[src/rtl/pingpong_mod_ctrl_pkg.sv]
// Shared types and constants for the modulation-mapper ping-pong buffer controller.
package mod_buf_pkg;

    // Life cycle of one buffer bank.
    typedef enum logic [1:0] {
        EMPTY = 2'd0,
        FILL  = 2'd1,
        FULL  = 2'd2,
        DRAIN = 2'd3
    } bank_state_t;

    localparam int MEM_DEPTH_C  = 1200;
    localparam int ADDR_WIDTH_C = 11;

    // A bank holding a closed block (waiting or being read) cannot be written.
    function automatic logic is_pending(input bank_state_t s);
        return (s == FULL) || (s == DRAIN);
    endfunction

endpackage

[src/rtl/pingpong_mod_ctrl_if.sv]
// Mapper-side and downstream-side signals of the ping-pong buffer controller.
interface pingpong_mod_ctrl_if
    import mod_buf_pkg::*;
#(
    parameter int ADDR_WIDTH = ADDR_WIDTH_C
);
    logic                  mod_valid;
    logic                  mod_done;
    logic                  rd_ready;
    logic                  busy;
    logic                  wr_en;
    logic                  wr_bank;
    logic [ADDR_WIDTH-1:0] wr_addr;
    logic                  rd_en;
    logic                  rd_bank;
    logic [ADDR_WIDTH-1:0] rd_addr;
    logic                  rd_valid;
    logic                  rd_last;
    logic [1:0]            blocks_pending;
    logic                  overflow;

    // Environment side: mapper and downstream stage.
    modport master (
        output mod_valid, mod_done, rd_ready,
        input  busy, wr_en, wr_bank, wr_addr, rd_en, rd_bank, rd_addr,
        input  rd_valid, rd_last, blocks_pending, overflow
    );

    // Controller side.
    modport slave (
        input  mod_valid, mod_done, rd_ready,
        output busy, wr_en, wr_bank, wr_addr, rd_en, rd_bank, rd_addr,
        output rd_valid, rd_last, blocks_pending, overflow
    );
endinterface

[src/rtl/pingpong_mod_ctrl_bank_state.sv]
// State and block length of a single ping-pong bank.
module pp_bank_state
    import mod_buf_pkg::*;
#(
    parameter int ADDR_WIDTH = ADDR_WIDTH_C
)(
    input  logic                  clk,
    input  logic                  rst_n,
    input  logic                  first_wr,
    input  logic                  close,
    input  logic [ADDR_WIDTH-1:0] close_len,
    input  logic                  start_drain,
    input  logic                  release_bank,
    output bank_state_t           state,
    output bank_state_t           state_next,
    output logic [ADDR_WIDTH-1:0] len
);
    bank_state_t           state_q, state_d;
    logic [ADDR_WIDTH-1:0] len_q, len_d;

    // Next bank state; a close wins over a first write so a one-symbol block goes straight to FULL.
    always_comb begin
        state_d = state_q;
        len_d   = len_q;
        case (state_q)
            EMPTY: begin
                if (close) begin
                    state_d = FULL;
                    len_d   = close_len;
                end else if (first_wr) begin
                    state_d = FILL;
                end
            end
            FILL: begin
                if (close) begin
                    state_d = FULL;
                    len_d   = close_len;
                end
            end
            FULL: begin
                if (start_drain) begin
                    state_d = DRAIN;
                end
            end
            DRAIN: begin
                if (release_bank) begin
                    state_d = EMPTY;
                    len_d   = '0;
                end
            end
            default: begin
                state_d = EMPTY;
                len_d   = '0;
            end
        endcase
    end

    // Bank state and length registers.
    always_ff @(posedge clk or negedge rst_n) begin
        if (!rst_n) begin
            state_q <= EMPTY;
            len_q   <= '0;
        end else begin
            state_q <= state_d;
            len_q   <= len_d;
        end
    end

    assign state      = state_q;
    assign state_next = state_d;
    assign len        = len_q;

endmodule

[src/rtl/pingpong_mod_ctrl.sv]
// Ping-pong symbol buffer sequencer: write/read pointers, bank selects and RAM strobes.
module pingpong_mod_ctrl
    import mod_buf_pkg::*;
#(
    parameter int MEM_DEPTH  = MEM_DEPTH_C,
    parameter int ADDR_WIDTH = ADDR_WIDTH_C
)(
    input  logic                CLK,
    input  logic                RST,
    pingpong_mod_ctrl_if.slave  bus
);
    localparam logic [ADDR_WIDTH-1:0] DEPTH_A = ADDR_WIDTH'(MEM_DEPTH);
    localparam logic [ADDR_WIDTH-1:0] ONE_A   = ADDR_WIDTH'(1);

    bank_state_t           bank_state      [2];
    bank_state_t           bank_state_next [2];
    logic [ADDR_WIDTH-1:0] bank_len        [2];

    logic [ADDR_WIDTH-1:0] wr_ptr_q, wr_ptr_d;
    logic [ADDR_WIDTH-1:0] rd_ptr_q, rd_ptr_d;
    logic                  wr_sel_q, wr_sel_d;
    logic                  rd_sel_q, rd_sel_d;
    logic                  rd_valid_q, rd_valid_d;
    logic                  rd_last_q, rd_last_d;
    logic                  overflow_q, overflow_d;
    logic [1:0]            blocks_pending_q, blocks_pending_d;

    logic                  busy;
    logic                  wr_en;
    logic                  rd_en;
    logic                  close_blk;
    logic                  rd_done;
    logic [ADDR_WIDTH-1:0] eff_len;
    logic [ADDR_WIDTH-1:0] cur_len;

    // One state/length holder per bank; the top decides which bank each event targets.
    for (genvar b = 0; b < 2; b++) begin : g_bank
        pp_bank_state #(
            .ADDR_WIDTH (ADDR_WIDTH)
        ) u_bank (
            .clk          (CLK),
            .rst_n        (RST),
            .first_wr     (wr_en && (wr_sel_q == 1'(b))),
            .close        (close_blk && (wr_sel_q == 1'(b))),
            .close_len    (eff_len),
            .start_drain  ((rd_sel_q == 1'(b)) && (bank_state[b] == FULL)),
            .release_bank (rd_done && (rd_sel_q == 1'(b))),
            .state        (bank_state[b]),
            .state_next   (bank_state_next[b]),
            .len          (bank_len[b])
        );
    end

    // Write-side strobes and block close; the final symbol of a block may share its cycle with mod_done.
    always_comb begin
        busy      = is_pending(bank_state[wr_sel_q]);
        wr_en     = bus.mod_valid && !busy && (wr_ptr_q < DEPTH_A);
        eff_len   = wr_ptr_q + ADDR_WIDTH'(wr_en);
        close_blk = bus.mod_done && !busy && (eff_len != '0);
        wr_ptr_d  = wr_ptr_q;
        if (close_blk) begin
            wr_ptr_d = '0;
        end else if (wr_en) begin
            wr_ptr_d = wr_ptr_q + ONE_A;
        end
        wr_sel_d   = wr_sel_q ^ close_blk;
        overflow_d = overflow_q || (bus.mod_valid && !busy && (wr_ptr_q == DEPTH_A));
    end

    // Read-side strobes; a bank released here becomes writable only from the next cycle on.
    always_comb begin
        cur_len  = bank_len[rd_sel_q];
        rd_en    = (bank_state[rd_sel_q] == DRAIN) && bus.rd_ready;
        rd_done  = rd_en && (rd_ptr_q == (cur_len - ONE_A));
        rd_ptr_d = rd_ptr_q;
        if (rd_done) begin
            rd_ptr_d = '0;
        end else if (rd_en) begin
            rd_ptr_d = rd_ptr_q + ONE_A;
        end
        rd_sel_d         = rd_sel_q ^ rd_done;
        rd_valid_d       = rd_en;
        rd_last_d        = rd_done;
        blocks_pending_d = {1'b0, is_pending(bank_state_next[0])}
                         + {1'b0, is_pending(bank_state_next[1])};
    end

    // Pointers, selects and registered status outputs.
    always_ff @(posedge CLK or negedge RST) begin
        if (!RST) begin
            wr_ptr_q         <= '0;
            rd_ptr_q         <= '0;
            wr_sel_q         <= 1'b0;
            rd_sel_q         <= 1'b0;
            rd_valid_q       <= 1'b0;
            rd_last_q        <= 1'b0;
            overflow_q       <= 1'b0;
            blocks_pending_q <= 2'd0;
        end else begin
            wr_ptr_q         <= wr_ptr_d;
            rd_ptr_q         <= rd_ptr_d;
            wr_sel_q         <= wr_sel_d;
            rd_sel_q         <= rd_sel_d;
            rd_valid_q       <= rd_valid_d;
            rd_last_q        <= rd_last_d;
            overflow_q       <= overflow_d;
            blocks_pending_q <= blocks_pending_d;
        end
    end

    assign bus.busy           = busy;
    assign bus.wr_en          = wr_en;
    assign bus.wr_bank        = wr_sel_q;
    assign bus.wr_addr        = wr_ptr_q;
    assign bus.rd_en          = rd_en;
    assign bus.rd_bank        = rd_sel_q;
    assign bus.rd_addr        = rd_ptr_q;
    assign bus.rd_valid       = rd_valid_q;
    assign bus.rd_last        = rd_last_q;
    assign bus.blocks_pending = blocks_pending_q;
    assign bus.overflow       = overflow_q;

endmodule

[src/flat_wrapper.sv]
// flat-port wrapper written by rule: the top's interface ports become plain ports
module pingpong_mod_ctrl_flat import mod_buf_pkg::*;
#(
    parameter int MEM_DEPTH  = MEM_DEPTH_C,
    parameter int ADDR_WIDTH = ADDR_WIDTH_C
)
  (CLK, RST, bus_mod_valid, bus_mod_done, bus_rd_ready, bus_busy, bus_wr_en, bus_wr_bank, bus_wr_addr, bus_rd_en, bus_rd_bank, bus_rd_addr, bus_rd_valid, bus_rd_last, bus_blocks_pending, bus_overflow);
  pingpong_mod_ctrl_if #(.ADDR_WIDTH(ADDR_WIDTH)) bus_i ();
  input  logic CLK;
  input  logic RST;
  input wire logic [$bits(bus_i.mod_valid)-1:0] bus_mod_valid;
  input wire logic [$bits(bus_i.mod_done)-1:0] bus_mod_done;
  input wire logic [$bits(bus_i.rd_ready)-1:0] bus_rd_ready;
  output wire logic [$bits(bus_i.busy)-1:0] bus_busy;
  output wire logic [$bits(bus_i.wr_en)-1:0] bus_wr_en;
  output wire logic [$bits(bus_i.wr_bank)-1:0] bus_wr_bank;
  output wire logic [$bits(bus_i.wr_addr)-1:0] bus_wr_addr;
  output wire logic [$bits(bus_i.rd_en)-1:0] bus_rd_en;
  output wire logic [$bits(bus_i.rd_bank)-1:0] bus_rd_bank;
  output wire logic [$bits(bus_i.rd_addr)-1:0] bus_rd_addr;
  output wire logic [$bits(bus_i.rd_valid)-1:0] bus_rd_valid;
  output wire logic [$bits(bus_i.rd_last)-1:0] bus_rd_last;
  output wire logic [$bits(bus_i.blocks_pending)-1:0] bus_blocks_pending;
  output wire logic [$bits(bus_i.overflow)-1:0] bus_overflow;
  assign bus_i.mod_valid = bus_mod_valid;
  assign bus_i.mod_done = bus_mod_done;
  assign bus_i.rd_ready = bus_rd_ready;
  assign bus_busy = bus_i.busy;
  assign bus_wr_en = bus_i.wr_en;
  assign bus_wr_bank = bus_i.wr_bank;
  assign bus_wr_addr = bus_i.wr_addr;
  assign bus_rd_en = bus_i.rd_en;
  assign bus_rd_bank = bus_i.rd_bank;
  assign bus_rd_addr = bus_i.rd_addr;
  assign bus_rd_valid = bus_i.rd_valid;
  assign bus_rd_last = bus_i.rd_last;
  assign bus_blocks_pending = bus_i.blocks_pending;
  assign bus_overflow = bus_i.overflow;
  pingpong_mod_ctrl #(.MEM_DEPTH(MEM_DEPTH), .ADDR_WIDTH(ADDR_WIDTH)) u_core (.CLK(CLK), .RST(RST), .bus(bus_i));
endmodule
[config.mk]
export PLATFORM = sky130hd
export DESIGN_NAME = pingpong_mod_ctrl_flat
export DESIGN_NICKNAME = d
export VERILOG_FILES = /design/src/rtl/pingpong_mod_ctrl_pkg.sv /design/src/rtl/pingpong_mod_ctrl_if.sv /design/src/rtl/pingpong_mod_ctrl_bank_state.sv /design/src/rtl/pingpong_mod_ctrl.sv /design/src/flat_wrapper.sv
export SDC_FILE = /design/constraint.sdc
export NUM_CORES = 1
export LEC_CHECK = 0
export CORE_MARGIN = 10
export CORE_UTILIZATION = 45
export CTS_CLUSTER_DIAMETER = 80
export CTS_CLUSTER_SIZE = 24
export DETAILED_ROUTE_END_ITERATION = 7
export GPL_TIMING_DRIVEN = 0
export HOLD_SLACK_MARGIN = 0.03
export PLACE_DENSITY = 0.65
export SLEW_MARGIN = 10
export SYNTH_ARGS = -nofsm -noshare
export SYNTH_HDL_FRONTEND = slang
export SYNTH_HIERARCHICAL = 1
export SYNTH_SLANG_ARGS = --single-unit
[constraint.sdc]
create_clock -name CLK -period 7.6 [get_ports CLK]
set_input_delay 1.52 -clock CLK [delete_from_list [all_inputs] [get_ports CLK]]
set_output_delay 1.52 -clock CLK [all_outputs]
set_load 0.1 [all_outputs]
Word-level counts from Yosys, hierarchy flattened
Cells that the tools add are included.
{ "word_totals": {"register_bits": 55, "latchBits": 0, "mem_bits_rw": 0, "rom_bits": 0, "in_bits": 5, "elab_cells": 107, "memories": 0} }
{ "classes": {"add_sub_neg": 5, "n_mul": 0, "n_div": 0, "n_lt_le_gt_ge": 3, "eq_ne": 19, "shift": 0, "n_mux": 31, "bitwise": 6, "n_reduce_logical": 31} }
{ "op_table": {"columns": ["op", "count"], "rows": [
  ["11-bit two-way mux", 11],
  ["11-bit case mux with 2 select lines", 2],
  ["2-bit two-way mux", 16],
  ["11-bit by 1-bit adder with 11-bit output (second input constant)", 2],
  ["2-bit == test (second input constant)", 11],
  ["2-bit case mux with 4 select lines", 2],
  ["1-bit logical AND", 15],
  ["11-bit by 1-bit adder with 11-bit output", 1],
  ["11-bit == test", 1],
  ["11-bit == test (second input constant)", 1],
  ["11-bit less-than comparator (second input constant)", 1],
  ["11-bit nonzero test", 1],
  ["11-bit by 1-bit subtractor with 11-bit output (second input constant)", 1],
  ["2-bit nonzero test", 4],
  ["3-bit AND reduction", 2],
  ["2-bit by 1-bit == test with 1-bit output (second input constant)", 2],
  ["2-bit greater-or-equal comparator (second input constant)", 2],
  ["2-bit zero test", 2],
  ["1-bit logical OR", 4],
  ["2-bit by 1-bit inequality test with 1-bit output (second input constant)", 2],
  ["2-bit inequality test (second input constant)", 2],
  ["1-bit NOT with 2-bit output", 2],
  ["2-bit OR reduction", 2],
  ["1-bit by 1-bit adder with 2-bit output", 1],
  ["3 further kinds", 5]
]} }

Longest topological paths before layout
{ "depth": {"ltp_word": 18, "mapped_depth": 19, "depth_no_buf": 13} }

By module
The synthesis kept the hierarchy.
{ "modules_own_cells": {"columns": ["mod", "instances", "cells_each", "area_per_inst_um2"], "rows": [
  ["pingpong_mod_ctrl", 1, 273, 2493.6],
  ["pp_bank_state", 2, 46, 624.3]
]} }

Worst setup path after synthesis
OpenSTA, ideal clock, no wires.
{ "synth_path": {"path_kind": "input to register", "startpoint": "input port bus_mod_valid", "endpoint": "register u_core.blocks_pending_q[0], in the netlist u_core/bus.blocks_pending[0]", "setup_ns": 0.126, "arrival_time_ns": 5.512, "t_required_ns": 7.474, "setup_slack_ns": 1.962, "path_stages": 15, "n_path_buf": 5, "cell_sequence": "nand2_1 a21oi_1 clkbuf_1 ha_1 ha_1 or4_1 nor3_1 a31oi_1 buf_2 ha_1 buf_2 buf_6 o21a_1 clkbuf_1 ha_1"} }
{ "synth_rtl": {"columns": ["element", "line_no", "text"], "rows": [
  ["from (decl)", "flat_wrapper.sv:11", "input wire logic [$bits(bus_i.mod_valid)-1:0] bus_mod_valid;"],
  ["to (signal assigned)", "pingpong_mod_ctrl.sv:107", "blocks_pending_q <= blocks_pending_d;"],
  ["to (decl)", "pingpong_mod_ctrl.sv:26", "logic [1:0] blocks_pending_q, blocks_pending_d;"]
]} }

==> results.yml <==
power:
  power.switching_w: 0.000805
  p_comb_share_pct: 58.1
  power_w: 0.00154
  p_leak_nw: 1.81
  vdd_drop_max_v: 0.000186
  cellInternalPower_w: 0.000737
  seqPwrFrac_pct: 28.6
  power.share.switching_pct: 52.2
  p_per_area_nw_per_um2: 355
  p_clk_share_pct: 13.2
grt:
  gr-usage-all-layers_pct: 14.1
  grtUsageMet3_pct: 2.49
  globalRoute.busiestLayer: "met2"
  gr-total-overflow: 0
  antenna_found_initial: 0
  met2_usage_pct: 21.8
  grt_max_degree: 56
  grt_use_met1_pct: 19.3
  grt_pass1_wl_microns: 14900
  grt_pass1_vias: 2848
floorplan:
  start_util_pct: 46.0
  die_w_microns: 111
  dieArea_sq_um: 12400
  num_rows: 33
  core_sq_um: 8130
  die_y_microns: 111
  io_pins: 37
clocking:
  postCtsSetupRepairBufs: 0
  numCtsBuffers: 5
  cts.sinks: 55
  cts.path.max_buffers: 2
  cts_resized: 0
  htree_num_levels: 2
  path_clk_slew_ns: 0.11
  cts_hold_buffers: 0
  cts-root-buf: "clkbuf_8"
  cts_tree: "built"
  insertion_delay_ns: 0.31
synthesis:
  async_reset_ff_share_pct: 100
  seq_area_frac_synth_pct: 36.8
  yosys_register_bits: 55
  synthesis.area_sq_um: 3740
  synth_cell_types: 62
  synth_cells: 365
  avgSynthCellArea_sq_um: 10.3
  synth_edf_count: 0
  synthFlopType: "dfrtp_1"
  synth_fp_nets: 381
  synth-warning-count: 6
route:
  vias: 2879
  viasPerCell: 5.60
  route.detailed.drc: 0
  routed_wl_microns: 8820
  drtIter0Drc: 141
  wl_per_cell_microns: 17.2
  ant_nets: 0
  drt_first_pass_iters: 4
placed_design:
  io_buffers: 36
  dpl.hpwl_microns: 6470
  dp_slack_ns: 1.62
  gp_congestion: 0.812
run_status:
  status: "complete, no violations"
finish:
  drive_gt1_share_pct: 12.7
  antenna_cells: 0
  final_common_cell: "dfrtp_1"
  syn2layout_area_growth_pct: 16.1
  final_util_pct: 53.4
  fillers: 731
  layout.nets: 424
  final_cell_mix: "dfrtp_1 (55), clkdlybuf4s50_1 (35), mux2i_1 (33), nor2_1 (26), xor2_1 (23)"
timing:
  hold_viol: 0
  slew_viol_final: 0
  post-route-period-util_pct: 74.2
  fin_setup_tns_ns: 0
  rsz0062_at_grt: "no"
  fin_ws_ns: 1.96
  tightest_slew_ns: 0.985
  min_period_ns: 5.64
  timing.hold.ws_ns: 0.485
  fmax_mhz: 177
  setup_viol: 0
  fin_skew_ns: 0.00799
  maxSlewHeadroom_pct: 34.1
worst_setup_path:
  worstPathArrival_ns: 5.85
  cp-start-kind: "input pin"
  worst-path-max-fanout: 11
  critical_path_class: "input pin to register"
  end_kind: "register"
  cp.required_ns: 7.81
flow_run:
  maxCapViolations: 0
hold_path:
  hp-class: "register to register"
critical path, cell delays in order:
cell,delay (ns)
clkdlybuf4s50_1,0.46
nand2_1,0.09
a21oi_1,0.17
clkbuf_1,0.45
ha_1,0.41
ha_1,0.30
and3_1,0.25
nand4_1,0.13
xnor2_1,0.35
nor3_1,0.09
a31oi_1,0.28
buf_2,0.31
ha_1,0.19
buf_2,0.16
buf_6,0.18
o21a_1,0.16
clkbuf_1,0.10
ha_1,0.22
through the flow:
stage	cells	cell area, sq um
6_report	514	4340
5_1_grt	514	4340
4_1_cts	514	4340
3_5_place_dp	506	4230
3_3_place_gp	506	4230
2_1_floorplan	365	3740
power groups by stage:
| stage | Clock, W | Combinational [W] | Sequential (W) |
|---|---|---|---|
| 5_1_grt | 0.000219 | 0.000960 | 0.000453 |
| 4_1_cts | 0.000211 | 0.000898 | 0.000442 |
| 3_3_place_gp | 0 | 0.000883 | 0.000446 |
| 2_1_floorplan | 0 | 0.000467 | 0.000665 |
| 6_report | 0.000204 | 0.000896 | 0.000441 |
| 3_5_place_dp | 0 | 0.000895 | 0.000448 |
cell families (layout without fill, tap and decap cells):
family	Yosys count	count (layout)	synth area share, %
xor gates and xnor gates	44	44	10.3
muxes	37	37	10.5
and+or+nand+nor	110	110	17.3
buffers and inverters	43	87	6.39
DFF	55	55	36.8
adders and majority gates	11	11	3.68
AOI/OAI and AO/OA	65	65	15.1
layer usage:
layer	routed length (microns)	vias to the layer above
met5	0	-
met4	114	0
met3	398	9
met2	4090	54
met1	4230	1417
li1	-	1399
synthesized netlist by cell type, types with 2 or more instances:
master / count / area share [%]
a21boi_2: 2 / 0.60
a21oi_1: 8 / 1.1
a21oi_2: 5 / 1.2
a41oi_1: 2 / 0.47
and2_1: 5 / 0.84
and3_1: 2 / 0.33
and4_1: 5 / 1.2
buf_2: 8 / 1.1
buf_4: 3 / 0.60
buf_6: 6 / 1.8
clkbuf_1: 10 / 1.0
dfrtp_1: 55 / 37
ha_1: 11 / 3.7
inv_1: 14 / 1.4
mux2_4: 2 / 0.80
mux2i_1: 33 / 8.8
nand2_1: 18 / 1.8
nand3_1: 17 / 2.3
nand4_1: 13 / 2.2
nor2_1: 26 / 2.6
nor2b_1: 3 / 0.50
nor3_1: 3 / 0.40
nor3b_1: 5 / 1.0
nor4_1: 2 / 0.33
o21a_1: 2 / 0.40
o21ai_0: 4 / 0.53
o221a_1: 2 / 0.60
o22ai_1: 2 / 0.33
o2bb2ai_1: 22 / 5.1
xnor2_1: 21 / 4.9
xor2_1: 23 / 5.4
area by class of cell:
type                            instances  area (sq um)  share of cell area [%]
Timing Repair Buffer                   36           358                    8.24
Multi-Input combinational cell        267          2130                    49.0
Sequential cell                        55          1380                    31.7
Buffer                                 29           186                    4.29
Clock buffer                            5          68.8                    1.58
Clock inverter                          3          43.8                    1.01
Inverter                               14          52.6                    1.21
Tap cell                              105           131                    3.02
flip-flops by register name, summed over array words and instances (netlist names):
name,cells
u_core/g_bank.u_bank/len,22
u_core/bus.rd_addr,11
u_core/bus.wr_addr,11
u_core/g_bank.u_bank/state,4
u_core/bus.blocks_pending,2
u_core/bus.overflow,1
u_core/bus.rd_bank,1
u_core/bus.rd_last,1
u_core/bus.rd_valid,1
u_core/bus.wr_bank,1
worst paths after layout:
path,from,slack (ns),depth (start not counted),to
min in group asynchronous,RST,1.25,1,u_core/bus.blocks_pending[1]
worst max-delay path,bus_mod_valid,1.96,18,u_core/bus.blocks_pending[0]
worst min-delay path,u_core/bus.overflow,0.48,1,u_core/bus.overflow
worst min register to register,u_core/bus.overflow,0.48,1,u_core/bus.overflow
worst max register to register,u_core/bus.wr_addr[6],2.72,19,u_core/bus.blocks_pending[0]
max in group asynchronous,RST,5.87,1,u_core/g_bank[1].u_bank/len[9]
(Power assumes the default switching activity.)
